--- src/rtl/pipeline_run_ctrl.sv ---
// Run/step/stop controller between the UART debugger and the pipeline.
// Drives the pipeline clock-enable and reports why the pipeline stopped.
module pipeline_run_ctrl #(
  parameter int PC     = 32,
  parameter int STEP_W = 8,
  parameter int CNT_W  = 32
) (
  input  logic              i_clk,
  input  logic              i_reset,
  input  logic              i_cmd_valid,
  input  logic [2:0]        i_cmd,
  input  logic [PC-1:0]     i_cmd_arg,
  output logic              o_cmd_ready,
  input  logic [PC-1:0]     i_pc,
  input  logic              i_halt,
  output logic              o_enable,
  output logic              o_done,
  output logic [2:0]        o_cause,
  output logic [1:0]        o_state,
  output logic              o_bp_en,
  output logic [CNT_W-1:0]  o_cycles
);

  localparam logic [1:0] S_IDLE   = 2'd0;
  localparam logic [1:0] S_RUN    = 2'd1;
  localparam logic [1:0] S_STEP   = 2'd2;
  localparam logic [1:0] S_HALTED = 2'd3;

  localparam logic [2:0] C_RUN  = 3'd1;
  localparam logic [2:0] C_STEP = 3'd2;
  localparam logic [2:0] C_STOP = 3'd3;
  localparam logic [2:0] C_SET  = 3'd4;
  localparam logic [2:0] C_CLR  = 3'd5;

  localparam logic [2:0] K_NONE = 3'd0;
  localparam logic [2:0] K_HALT = 3'd1;
  localparam logic [2:0] K_BRK  = 3'd2;
  localparam logic [2:0] K_STEP = 3'd3;
  localparam logic [2:0] K_USER = 3'd4;

  localparam logic [STEP_W-1:0] CNT_ONE = STEP_W'(1);
  localparam logic [CNT_W-1:0]  CYC_ONE = CNT_W'(1);

  logic [1:0]        state_q, state_d;
  logic              en_q, en_d;
  logic              done_q, done_d;
  logic [2:0]        cause_q, cause_d;
  logic              bp_en_q, bp_en_d;
  logic [PC-1:0]     bp_addr_q, bp_addr_d;
  logic [STEP_W-1:0] cnt_q, cnt_d;
  logic              first_q, first_d;
  logic [CNT_W-1:0]  cyc_q, cyc_d;

  logic accept;
  logic bp_hit;

  assign accept = i_cmd_valid && (state_q != S_HALTED);
  assign bp_hit = bp_en_q && (i_pc == bp_addr_q) && !first_q;

  always_comb begin
    state_d   = state_q;
    done_d    = 1'b0;
    cause_d   = cause_q;
    bp_en_d   = bp_en_q;
    bp_addr_d = bp_addr_q;
    cnt_d     = cnt_q;
    first_d   = first_q;
    cyc_d     = cyc_q;

    if (en_q && !(&cyc_q))
      cyc_d = cyc_q + CYC_ONE;

    // Breakpoint edits apply in any non-terminal state
    if (accept && i_cmd == C_SET) begin
      bp_en_d   = 1'b1;
      bp_addr_d = i_cmd_arg;
    end
    if (accept && i_cmd == C_CLR)
      bp_en_d = 1'b0;

    unique case (state_q)
      S_IDLE: begin
        if (accept && i_cmd == C_RUN) begin
          state_d = S_RUN;
          cause_d = K_NONE;
          first_d = 1'b1;
        end else if (accept && i_cmd == C_STEP) begin
          state_d = S_STEP;
          cause_d = K_NONE;
          first_d = 1'b1;
          cnt_d   = (i_cmd_arg[STEP_W-1:0] == '0)
                    ? CNT_ONE : i_cmd_arg[STEP_W-1:0];
        end
      end
      S_RUN, S_STEP: begin
        first_d = 1'b0;
        if (i_halt) begin
          state_d = S_HALTED;
          cause_d = K_HALT;
          done_d  = 1'b1;
        end else if (bp_hit) begin
          state_d = S_IDLE;
          cause_d = K_BRK;
          done_d  = 1'b1;
        end else if (accept && i_cmd == C_STOP) begin
          state_d = S_IDLE;
          cause_d = K_USER;
          done_d  = 1'b1;
        end else if (state_q == S_STEP) begin
          if (cnt_q == CNT_ONE) begin
            state_d = S_IDLE;
            cause_d = K_STEP;
            done_d  = 1'b1;
          end else begin
            cnt_d = cnt_q - CNT_ONE;
          end
        end
      end
      default: ;
    endcase

    en_d = (state_d == S_RUN) || (state_d == S_STEP);
  end

  always_ff @(posedge i_clk) begin
    if (!i_reset) begin
      state_q   <= S_IDLE;
      en_q      <= 1'b0;
      done_q    <= 1'b0;
      cause_q   <= K_NONE;
      bp_en_q   <= 1'b0;
      bp_addr_q <= '0;
      cnt_q     <= '0;
      first_q   <= 1'b0;
      cyc_q     <= '0;
    end else begin
      state_q   <= state_d;
      en_q      <= en_d;
      done_q    <= done_d;
      cause_q   <= cause_d;
      bp_en_q   <= bp_en_d;
      bp_addr_q <= bp_addr_d;
      cnt_q     <= cnt_d;
      first_q   <= first_d;
      cyc_q     <= cyc_d;
    end
  end

  assign o_cmd_ready = (state_q != S_HALTED);
  assign o_enable    = en_q;
  assign o_done      = done_q;
  assign o_cause     = cause_q;
  assign o_state     = state_q;
  assign o_bp_en     = bp_en_q;
  assign o_cycles    = cyc_q;

endmodule

--- config.mk ---
export PLATFORM = sky130hd
export DESIGN_NAME = pipeline_run_ctrl
export DESIGN_NICKNAME = d
export VERILOG_FILES = /design/src/rtl/pipeline_run_ctrl.sv
export SDC_FILE = /design/constraint.sdc
export NUM_CORES = 1
export LEC_CHECK = 0
export ABC_AREA = 1
export CAP_MARGIN = 30
export CORE_ASPECT_RATIO = 0.5
export CORE_MARGIN = 5
export CORE_UTILIZATION = 51
export DETAILED_ROUTE_END_ITERATION = 8
export PLACE_DENSITY = 0.88
export SETUP_SLACK_MARGIN = 0.15
export SYNTH_ARGS = -nofsm -noshare
export SYNTH_HDL_FRONTEND = slang
export SYNTH_SLANG_ARGS = --single-unit
--- constraint.sdc ---
create_clock -name i_clk -period 2.55 [get_ports i_clk]
set_input_delay 0.6375 -clock i_clk [delete_from_list [all_inputs] [get_ports i_clk]]
set_output_delay 0.6375 -clock i_clk [all_outputs]
set_load 0.02 [all_outputs]
; Word level (Yosys, flattened, before mapping)
; Cells that the tools add are included.
[totals]
reg_bits = 81
latchBits = 0
ram_bits = 0
mem_bits_ro = 0
word_cells = 89
mem_count = 0
[op_classes]
add_sub_neg = 2
multipliers = 0
div_mod_pow = 0
n_lt_le_gt_ge = 0
n_eq_ne = 22
shifts = 0
n_mux = 33
bitwise = 1
n_reduce_logical = 22
[op_table]
columns = op, n
row1 = 8-bit 2-to-1 mux, 8
row2 = "32-bit by 1-bit adder with 32-bit output, second input constant", 1
row3 = 32-bit == test, 1
row4 = 32-bit AND reduction, 1
row5 = 3-bit 2-to-1 mux, 7
row6 = "2-bit != test, second input constant", 8
row7 = 8-bit case mux with 2 select lines, 1
row8 = 2-bit 2-to-1 mux, 7
row9 = "5-bit != test, second input constant", 2
row10 = 1-bit logical AND, 9
row11 = "8-bit by 1-bit == test with 1-bit output, second input constant", 1
row12 = 8-bit logical NOT, 1
row13 = 8-bit AND reduction, 1
row14 = "8-bit by 1-bit subtractor with 8-bit output, second input constant", 1
row15 = 1-bit 2-to-1 mux, 7
row16 = "3-bit by 2-bit == test with 1-bit output, second input constant", 2
row17 = "3-bit == test, second input constant", 2
row18 = 3-bit case mux with 2 select lines, 1
row19 = "2-bit by 1-bit == test with 1-bit output, second input constant", 2
row20 = "2-bit == test, second input constant", 2
row21 = 2-bit case mux with 2 select lines, 1
row22 = 2-bit AND reduction, 2
row23 = 4-bit AND reduction, 1
row24 = 2-bit OR reduction, 2
row25 = other kinds (8), 9

; Longest topological paths before layout
; Gate-level depths: netlist of the first run.
[depth]
word_depth = 9
ltp_mapped = 15
mapped_depth_nobuf = 15

; Worst setup path after synthesis of the first run
; Ideal clock, no wire load.
[synth_path]
path_type = register to register
start = reg state_q[0], in the netlist o_state[0]
end = reg cnt_q[2]
arrival_time_ps = 1948
path_slack_ps = 487
stages_incl_launch_ff = 11
path_buffers = 2
period_less_slack_ps = 2063
cell_sequence = dfxtp_1 inv_1 ha_1 buf_2 nand2_1 o211ai_1 nor4b_2 buf_2 nand3_1 nand2_1 nor2_1
[synth_via]
elab_chain_len = 5
word_cells_on_any_way = 19
classes_between = eq/ne: 10 / mux: 1 / reduce/logical: 8
[synth_rtl]
columns = item, line_no
row1 = "start, declared", 44  ; logic [1:0] state_q, state_d;
row2 = "start signal, assigned", 137  ; state_q <= state_d;
row3 = 2-bit != test, 57  ; assign accept = i_cmd_valid && (state_q != S_HALTED);
row4 = 1-bit logical AND, 57
row5 = 1-bit logical AND (on tied branches), "105, 83, 87"
row6 = 2-bit != test (no source line), --
row7 = 8-bit AND reduction (no source line), --
row8 = "end signal, assigned", 143  ; cnt_q <= cnt_d;
row9 = "end, declared", 50  ; logic [STEP_W-1:0] cnt_q, cnt_d;
; Several ways; a longest one is shown, not always the timed one.
; A chain may end at the register's enable or synchronous reset.

; Worst setup path in the final report of the first run
[layout_path]
start = reg state_q[1], in the netlist o_state[1]
end = out o_cmd_ready
[layout_via]
elab_chain_len = 1
[layout_rtl]
columns = item, line_no
row1 = 2-bit != test, 149  ; assign o_cmd_ready = (state_q != S_HALTED);
row2 = "end, declared", 13  ; output logic o_cmd_ready,
; Every way passes these cells.

==> flow_metrics.tcl, run 1 <==
set metrics [dict create \
    status "finished, final reports clean" \
    drive_above_1_share_pct 6.448 \
    yosysSeqAreaShare_pct 32.84 \
    grt_max_degree 53 \
    num_io_pins 112 \
    cts_tree "built" \
    finalCriticalPeriod_ps 2329 \
    leakage_uw 0.002733 \
    routedWlPerCell_um 13.71 \
    required_ps 1910 \
    vias 5421 \
    yosys.area.top_type "dfxtp_1" \
    synthFlopType "dfxtp_1" \
    arrival_ps 1690 \
    routed_wl_um 14400 \
    drtIter0Drc 357 \
    hp-class "flip-flop to flip-flop" \
    timing.hold.ws_ps 474.6 \
    rows 25 \
    final_util_pct 69.88 \
    syn_avg_cell_area_um2 6.189 \
    timing_worst_setup_path_type "flip-flop to output pin" \
    diodes 0 \
    max_freq_mhz 429.3 \
    grtUsageTotal_pct 24.43 \
    cts_root_buffer "clkbuf_16" \
    io_buffers 111 \
    clock_sinks 81 \
    synth_top_area_share_pct 32.84 \
    cts_setup_buffers 0 \
    worst_slew_pin_slew_ps 495.6 \
    die_area_um2 11870 \
    finalPower_uw 4537 \
    clk_pin_slew_ps 60 \
    gp_congestion 0.9122 \
    fin_crit_sh_pct 91.35 \
    cts_max_path_buffers 2 \
    cts_buffers 9 \
    area.growth.synth_to_final_pct 33.67 \
    die_height_um 79.58 \
    rsz0062_at_grt "no" \
    relSlewSlack_pct 66.87 \
    synthTopCellsByCount "nand2_1 (212), nor2_1 (118), inv_1 (102), dfxtp_1 (81), a21oi_1 (61)" \
    yosys-top-cells-area "dfxtp_1 (33%), nand2_1 (16%), nor2_1 (9.0%)" \
    cts_htree_levels 3 \
    die_w_um 149.2 \
    dp_hpwl_um 10830 \
    critPathMaxFanout 5 \
    slew_violations 0 \
    ys_ff_latch 81 \
    synth-edff-count 0 \
    placed_area_um2 6218 \
    initial_core_util_pct 52.28 \
    grt-ovfl-total 0 \
    hold_violations 0 \
    first_pass_iters 5 \
    netlist_instances 798 \
    netlist_area_um2 4938 \
    grt_pass1_vias 5200 \
    synth_warnings 0 \
    synthesis.nets 876 \
    setup_viol 0 \
    core_area_um2 9447 \
    synth_cell_types 39 \
    ant_nets 0 \
    setup_tns_ps 0 \
    cap_violations 0 \
    antenna_found_initial 0 \
    worst_setup_path_start_kind "flip-flop" \
    drcViolationCount 0 \
    vias_per_cell 5.163 \
    clock_latency_ps 350 \
    powerDensity_nw_per_um2 687.3 \
    yosysMostFrequentCell "nand2_1" \
    nets 988 \
    grt_pass1_wl_um 23650 \
    design_area_um2 6601 \
    end_kind "output pin" \
    ir_drop_mv 0.5108 \
    fill_cells 816 \
    synthArstFlopShare_pct 0 \
    clock_skew_ps 7.374 \
]
## timing repair
| action | in CTS | in global routing |
|---|---|---|
| gates resized for setup | 0 | 3 |
| hold buffers | 0 | 0 |
| endpoints found under the setup margin | 0 | 11 |
## worst paths after layout
kind                               from  cells past startpoint  slack, ps                         end
min          bp_addr_q[18]$_SDFFE_PN0P_                      2        470  bp_addr_q[18]$_SDFFE_PN0P_
max reg2reg       o_state[1]$_SDFF_PN0_                      9        310       cnt_q[5]$_SDFFE_PN0P_
min reg2reg  bp_addr_q[18]$_SDFFE_PN0P_                      2        470  bp_addr_q[18]$_SDFFE_PN0P_
max               o_state[1]$_SDFF_PN0_                      3        220                 o_cmd_ready
## stage by stage
step | setup slack (ps) | instances
after floorplan | 486.8 | 798
after global placement | 9.644 | 1034
after detailed placement | -42.48 | 1034
after CTS | 219.7 | 1050
after global routing | 171.5 | 1050
final | 220.5 | 1050
## state kept, by name (all words and copies together), names as in the netlist
| signal | count |
|---|---|
| bp_addr_q | 32 |
| cnt_q | 8 |
| first_q | 1 |
| o_bp_en | 1 |
| o_cause | 3 |
| o_cycles | 32 |
| o_done | 1 |
| o_enable | 1 |
| o_state | 2 |
## layout by cell type (no fill, tap or decap), types with 2 or more instances in the layout
master           synthesis  routed
a211oi_1                 2       2
a21oi_1                 61      61
and2_1                   2       2
and3_1                   3       3
buf_4                    0      13
bufinv_16                0       4
clkbuf_16                0       9
clkdlybuf4s50_1          0     111
clkinv_4                 0       2
dfxtp_1                 81      81
ha_1                     7       7
inv_1                  102     102
inv_2                    5       5
nand2_1                212     212
nand2_2                  3       2
nand3_1                 29      27
nand3_2                  1       3
nand3b_1                 4       4
nand4_1                 15      15
nor2_1                 118     118
nor3_1                  21      21
nor3_2                   4       4
nor3b_1                  3       3
nor4_1                   5       5
nor4_2                   2       2
o21ai_0                 53      53
o21ai_1                  3       3
o22ai_1                  2       2
or2_2                    7       7
xnor2_1                  5       5
xor2_1                  15      15
## worst max-delay path: stages (launching register included)
cell	delay [ps]
dfxtp_1	440
ha_1	300
inv_2	80
clkdlybuf4s50_1	540
## power breakdown
| group | switching [uW] | internal, uW | leakage, uW |
|---|---|---|---|
| Combinational | 865 | 584 | 0.00190 |
| Sequential | 103 | 1380 | 0.000658 |
| Clock | 546 | 1060 | 0.000180 |
| Total | 1510 | 3020 | 0.00273 |
## final cells by class
cell class	instances	area, um2	share of cell area [%]
timing repair buffer	125	1229	18.61
multi-input combinational	586	2813	42.61
clock inverter	7	142.6	2.161
clock buffer	9	225.2	3.412
sequential	81	1622	24.56
inverter	107	401.6	6.084
tap	135	168.9	2.559
## layer usage
metal | global-route usage [%] | share of wire [%] | vias up
met5 | 0 | 0 | -
met4 | 7.397 | 1.8 | 0
met3 | 5.615 | 7.2 | 26
met2 | 42.54 | 47 | 200
met1 | 30.32 | 44 | 2432
li1 | - | - | 2763
## logic make-up after synthesis
family,synth area share [%]
AO/OA/AOI/OAI,12.87
XOR/XNOR,3.547
flip-flops,32.84
adder cells (fa/ha/maj),1.773
AND/OR/NAND/NOR,38.46
buffers and inverters,10.51
No activity file was read; power rests on OpenSTA's default activity.
==> run 2: changes to the inputs <==
CORE_UTILIZATION = 55   (was 51)
HOLD_SLACK_MARGIN = 0.08   (was unset)
PLACE_DENSITY = 0.93   (was 0.88)
clock period = 3 ns   (was 2.55 ns; I/O delays follow)
==> run 2 against run 1 <==
Compared with the run above: register-to-register slack gained 400 ps; core utilization up 3.5 points; first-iteration DRC count up 18%; count of clock-buffer cells in the layout up 4; die area down 6.6%; worst setup slack better by 190 ps; global-route usage rose by 2.2 points; wire length rose by 2.4%; sequential share of layout area rose by 0.72 points; critical path type is now primary input to flip-flop; power fell by 23%; cell count fell by 2.4%.
==> flow_metrics.tcl, run 2 (same netlist as run 1, synthesis figures left out) <==
set metrics [dict create \
    grt_max_degree 53 \
    clock_skew_ps 5.521 \
    setup_viol 0 \
    antenna_found_initial 0 \
    first_pass_iters 5 \
    final_common_cell "nand2_1" \
    cts_htree_levels 3 \
    vias_per_cell 5.392 \
    io_buffers 111 \
    leakage_uw 0.002653 \
    die_height_um 77.01 \
    critPathMaxFanout 12 \
    routed_wl_um 14740 \
    placed_area_um2 6138 \
    arrival_ps 2790 \
    worst_setup_path_start_kind "primary input" \
    grt-ovfl-total 0 \
    setup_tns_ps 0 \
    status "finished, final reports clean" \
    cts_tree "built" \
    finalPower_uw 3515 \
    clock_sinks 81 \
    gp_congestion 0.9415 \
    fill_cells 699 \
    powerDensity_nw_per_um2 548.2 \
    dp.cells 1010 \
    worst_slew_pin_slew_ps 546.0 \
    drtIter0Drc 422 \
    core_area_um2 8738 \
    cts_setup_buffers 0 \
    rsz0062_at_grt "no" \
    die_w_um 144.0 \
    clk_pin_slew_ps 60 \
    grt_pass1_vias 5218 \
    cts_max_path_buffers 2 \
    ant_nets 0 \
    grt_pass1_wl_um 24050 \
    vias 5527 \
    drcViolationCount 0 \
    cts_root_buffer "clkbuf_16" \
    design_area_um2 6412 \
    required_ps 3210 \
    final_cell_count_no_fill 1025 \
    slew_violations 0 \
    cts_hold_buffers 0 \
    routedWlPerCell_um 14.38 \
    hp-class "flip-flop to flip-flop" \
    die_area_um2 11090 \
    timing_worst_setup_path_type "primary input to flip-flop" \
    rows 24 \
    num_io_pins 112 \
    cts_resized 0 \
    cap_violations 0 \
    clock_latency_ps 340 \
    fin_crit_sh_pct 86.20 \
    ir_drop_mv 0.3295 \
    diodes 0 \
    drive_above_1_share_pct 5.286 \
    cts_buffers 9 \
    final_cell_mix "nand2_1 (212), nor2_1 (118), clkdlybuf4s50_1 (111)" \
    relSlewSlack_pct 63.56 \
    area.growth.synth_to_final_pct 29.85 \
    initial_core_util_pct 56.51 \
    grtUsageTotal_pct 26.58 \
    end_kind "flip-flop" \
    max_freq_mhz 386.7 \
    dp_hpwl_um 11090 \
    hold_violations 0 \
    finalCriticalPeriod_ps 2586 \
    nets 982 \
    timing.hold.ws_ps 466.5 \
]
## run 2: per-stage QoR
| stage | setup WS [ps] | utilization (%) |
|---|---|---|
| global route | 302.8 | 73.38 |
| detailed placement | 165.6 | 70.25 |
| floorplan | 936.8 | - |
| CTS | 450.9 | 73.38 |
| finish | 413.9 | 73.38 |
| global placement | 256.6 | 70.25 |
## run 2: power by group
group | total (uW) | switching (uW) | internal (uW)
Clock | 1040 | 434 | 602
Sequential | 1260 | 80.7 | 1180
Combinational | 1220 | 748 | 475
## run 2: area by class of cell
cell class | count | area, um2 | area share (%)
repair buffers | 119 | 1171 | 18.26
well taps | 117 | 146.4 | 2.283
clock inverters | 2 | 13.76 | 0.2146
inverters | 107 | 401.6 | 6.263
clock buffers | 13 | 260.3 | 4.059
multi-input cells | 586 | 2798 | 43.63
flip-flops and latches | 81 | 1622 | 25.29
## run 2: path summary, 6_finish.rpt
kind / startpoint / endpoint / slack, ps / cells past startpoint
min reg2reg: bp_addr_q[10]$_SDFFE_PN0P_ / bp_addr_q[10]$_SDFFE_PN0P_ / 470 / 2
min: bp_addr_q[10]$_SDFFE_PN0P_ / bp_addr_q[10]$_SDFFE_PN0P_ / 470 / 2
max: i_pc[28] / cnt_q[0]$_SDFFE_PN0P_ / 410 / 14
max reg2reg: o_state[1]$_SDFF_PN0_ / cnt_q[0]$_SDFFE_PN0P_ / 710 / 10
## run 2: worst max-delay path, cell delays in order
cell	delay [ps]
clkdlybuf4s50_1	470
inv_1	60
nand2_1	50
o21ai_0	80
nor2_1	140
nand3_1	90
nor2_1	120
nand2_1	70
nor2_1	80
nand3_1	350
nand2_1	320
nand2_1	70
nand2_1	80
nor2_1	40
## run 2: routing by layer
metal	part of all wire [%]	routed length [um]	GRT usage, %	vias up
met5	0	0	0	-
li1	-	-	-	2751
met2	46	6829	43.83	228
met4	2.7	392	9.211	0
met3	7.4	1097	6.277	41
met1	44	6422	33.99	2507
==> run 3: changes to the inputs <==
CORE_UTILIZATION = 51   (was 55)
HOLD_SLACK_MARGIN = 0.1   (was 0.08)
PLACE_DENSITY = 0.88   (was 0.93)
clock period = 2.85 ns   (was 3 ns; I/O delays follow)
==> run 3 against run 2 <==
Compared with the run above: critical endpoint is now o_cmd_ready; clock power is essentially flat; wire length shrank 1.6%; critical path type is now flip-flop to output pin; final area is essentially flat; via count shrank 1.1%; register-to-register slack lost 160 ps; largest cell class unchanged.
==> flow_metrics.tcl, run 3 (same netlist as run 1, synthesis figures left out) <==
set metrics [dict create \
    status "finished, final reports clean" \
    final_cell_mix "nand2_1 (212), nor2_1 (118), clkdlybuf4s50_1 (111)" \
    required_ps 2140 \
    cts_hold_buffers 0 \
    place_ws_ps 160.9 \
    critPathMaxFanout 5 \
    end_kind "output pin" \
    vias_per_cell 5.239 \
    fin_crit_sh_pct 84.71 \
    nets 983 \
    hold_violations 0 \
    fill_cells 802 \
    finalPower_uw 3611 \
    antenna_found_initial 0 \
    diodes 0 \
    clk_pin_slew_ps 60 \
    timing.hold.ws_ps 476.2 \
    cts_htree_levels 3 \
    met2_usage_pct 43.62 \
    gr-usage-met3_pct 4.935 \
    ir_drop_mv 0.2979 \
    worst_setup_path_start_kind "flip-flop" \
    cts_buffers 9 \
    max_freq_mhz 414.2 \
    gr-max-usage-layer "met2" \
    core_area_um2 9447 \
    clock_skew_ps 4.618 \
    cts_resized 0 \
    fin_ws_ps 435.8 \
    die_w_um 149.2 \
    placed_area_um2 6168 \
    rows 25 \
    clock_sinks 81 \
    rsz0062_at_grt "no" \
    clock_latency_ps 330 \
    ant_nets 0 \
    drcViolationCount 0 \
    cts_max_path_buffers 2 \
    cts_tree "built" \
    rr_worst_depth 10 \
    area.growth.synth_to_final_pct 29.87 \
    arrival_ps 1700 \
    design_area_um2 6414 \
    cts_setup_buffers 0 \
    routed_wl_um 14510 \
    leakage_uw 0.002640 \
    initial_core_util_pct 52.28 \
    io_buffers 111 \
    finalCriticalPeriod_ps 2414 \
    setup_viol 0 \
    met1_usage_pct 31.24 \
    vias 5464 \
    dp_hpwl_um 11000 \
    cap_violations 0 \
    num_io_pins 112 \
    setup_tns_ps 0 \
    powerDensity_nw_per_um2 563.0 \
    grt_pass1_vias 5345 \
    timing_worst_setup_path_type "flip-flop to output pin" \
    hold_depth 2 \
    gp_congestion 0.9586 \
    grt_max_degree 58 \
    grt-ovfl-total 0 \
    die_area_um2 11870 \
    final_common_cell "nand2_1" \
    grt_pass1_wl_um 24290 \
    first_pass_iters 7 \
    die_height_um 79.58 \
    slew_violations 0 \
    drive_above_1_share_pct 5.066 \
    cts_root_buffer "clkbuf_16" \
    hp-class "flip-flop to flip-flop" \
    grtUsageTotal_pct 24.98 \
    drtIter0Drc 474 \
    routedWlPerCell_um 13.91 \
    relSlewSlack_pct 51.85 \
    worst_slew_pin_slew_ps 721.4 \
]
run 3: cell count changes in the layout (fill, tap and decap cells not counted):
cell,delta
buf_4,+1
clkbuf_1,+2
clkbuf_8,-2
clkinv_4,-1
run 3: worst paths after layout:
path                                   start                    endpoint  slack (ps)
setup / recovery       o_state[1]$_SDFF_PN0_                 o_cmd_ready         440
hold / removal    bp_addr_q[13]$_SDFFE_PN0P_  bp_addr_q[13]$_SDFFE_PN0P_         480
setup reg to reg       o_state[1]$_SDFF_PN0_       cnt_q[3]$_SDFFE_PN0P_         550
hold reg to reg   bp_addr_q[13]$_SDFFE_PN0P_  bp_addr_q[13]$_SDFFE_PN0P_         480
run 3: power breakdown:
group          switching (uW)  internal [uW]
combinational             774            507
sequential               84.6           1240
clock                     428            580
total                    1290           2320
run 3: critical path, cell delays in order (launching register included):
cell and delay (ps):
dfxtp_1 430, ha_1 310, inv_2 80, clkdlybuf4s50_1 550
run 3: routing by layer:
layer,part of all wire [%],up-vias
met5,0,-
met4,1.9,0
met3,7.8,28
met2,47,221
met1,43,2470
li1,-,2745
run 3: through the flow:
| step | std cells | util, % |
|---|---|---|
| after floorplan | 798 | - |
| after global placement | 1029 | 65.30 |
| after detailed placement | 1029 | 65.30 |
| after CTS | 1043 | 67.89 |
| after global routing | 1043 | 67.89 |
| final | 1043 | 67.89 |
run 3: final cells by class:
type / instances / area, um2 / area share, %
multi-input combinational: 586 / 2798 / 43.62
sequential: 81 / 1622 / 25.28
timing repair buffer: 120 / 1179 / 18.38
inverter: 107 / 401.6 / 6.262
clock buffer: 13 / 240.2 / 3.746
tap: 135 / 168.9 / 2.634
clock inverter: 1 / 5.005 / 0.07803
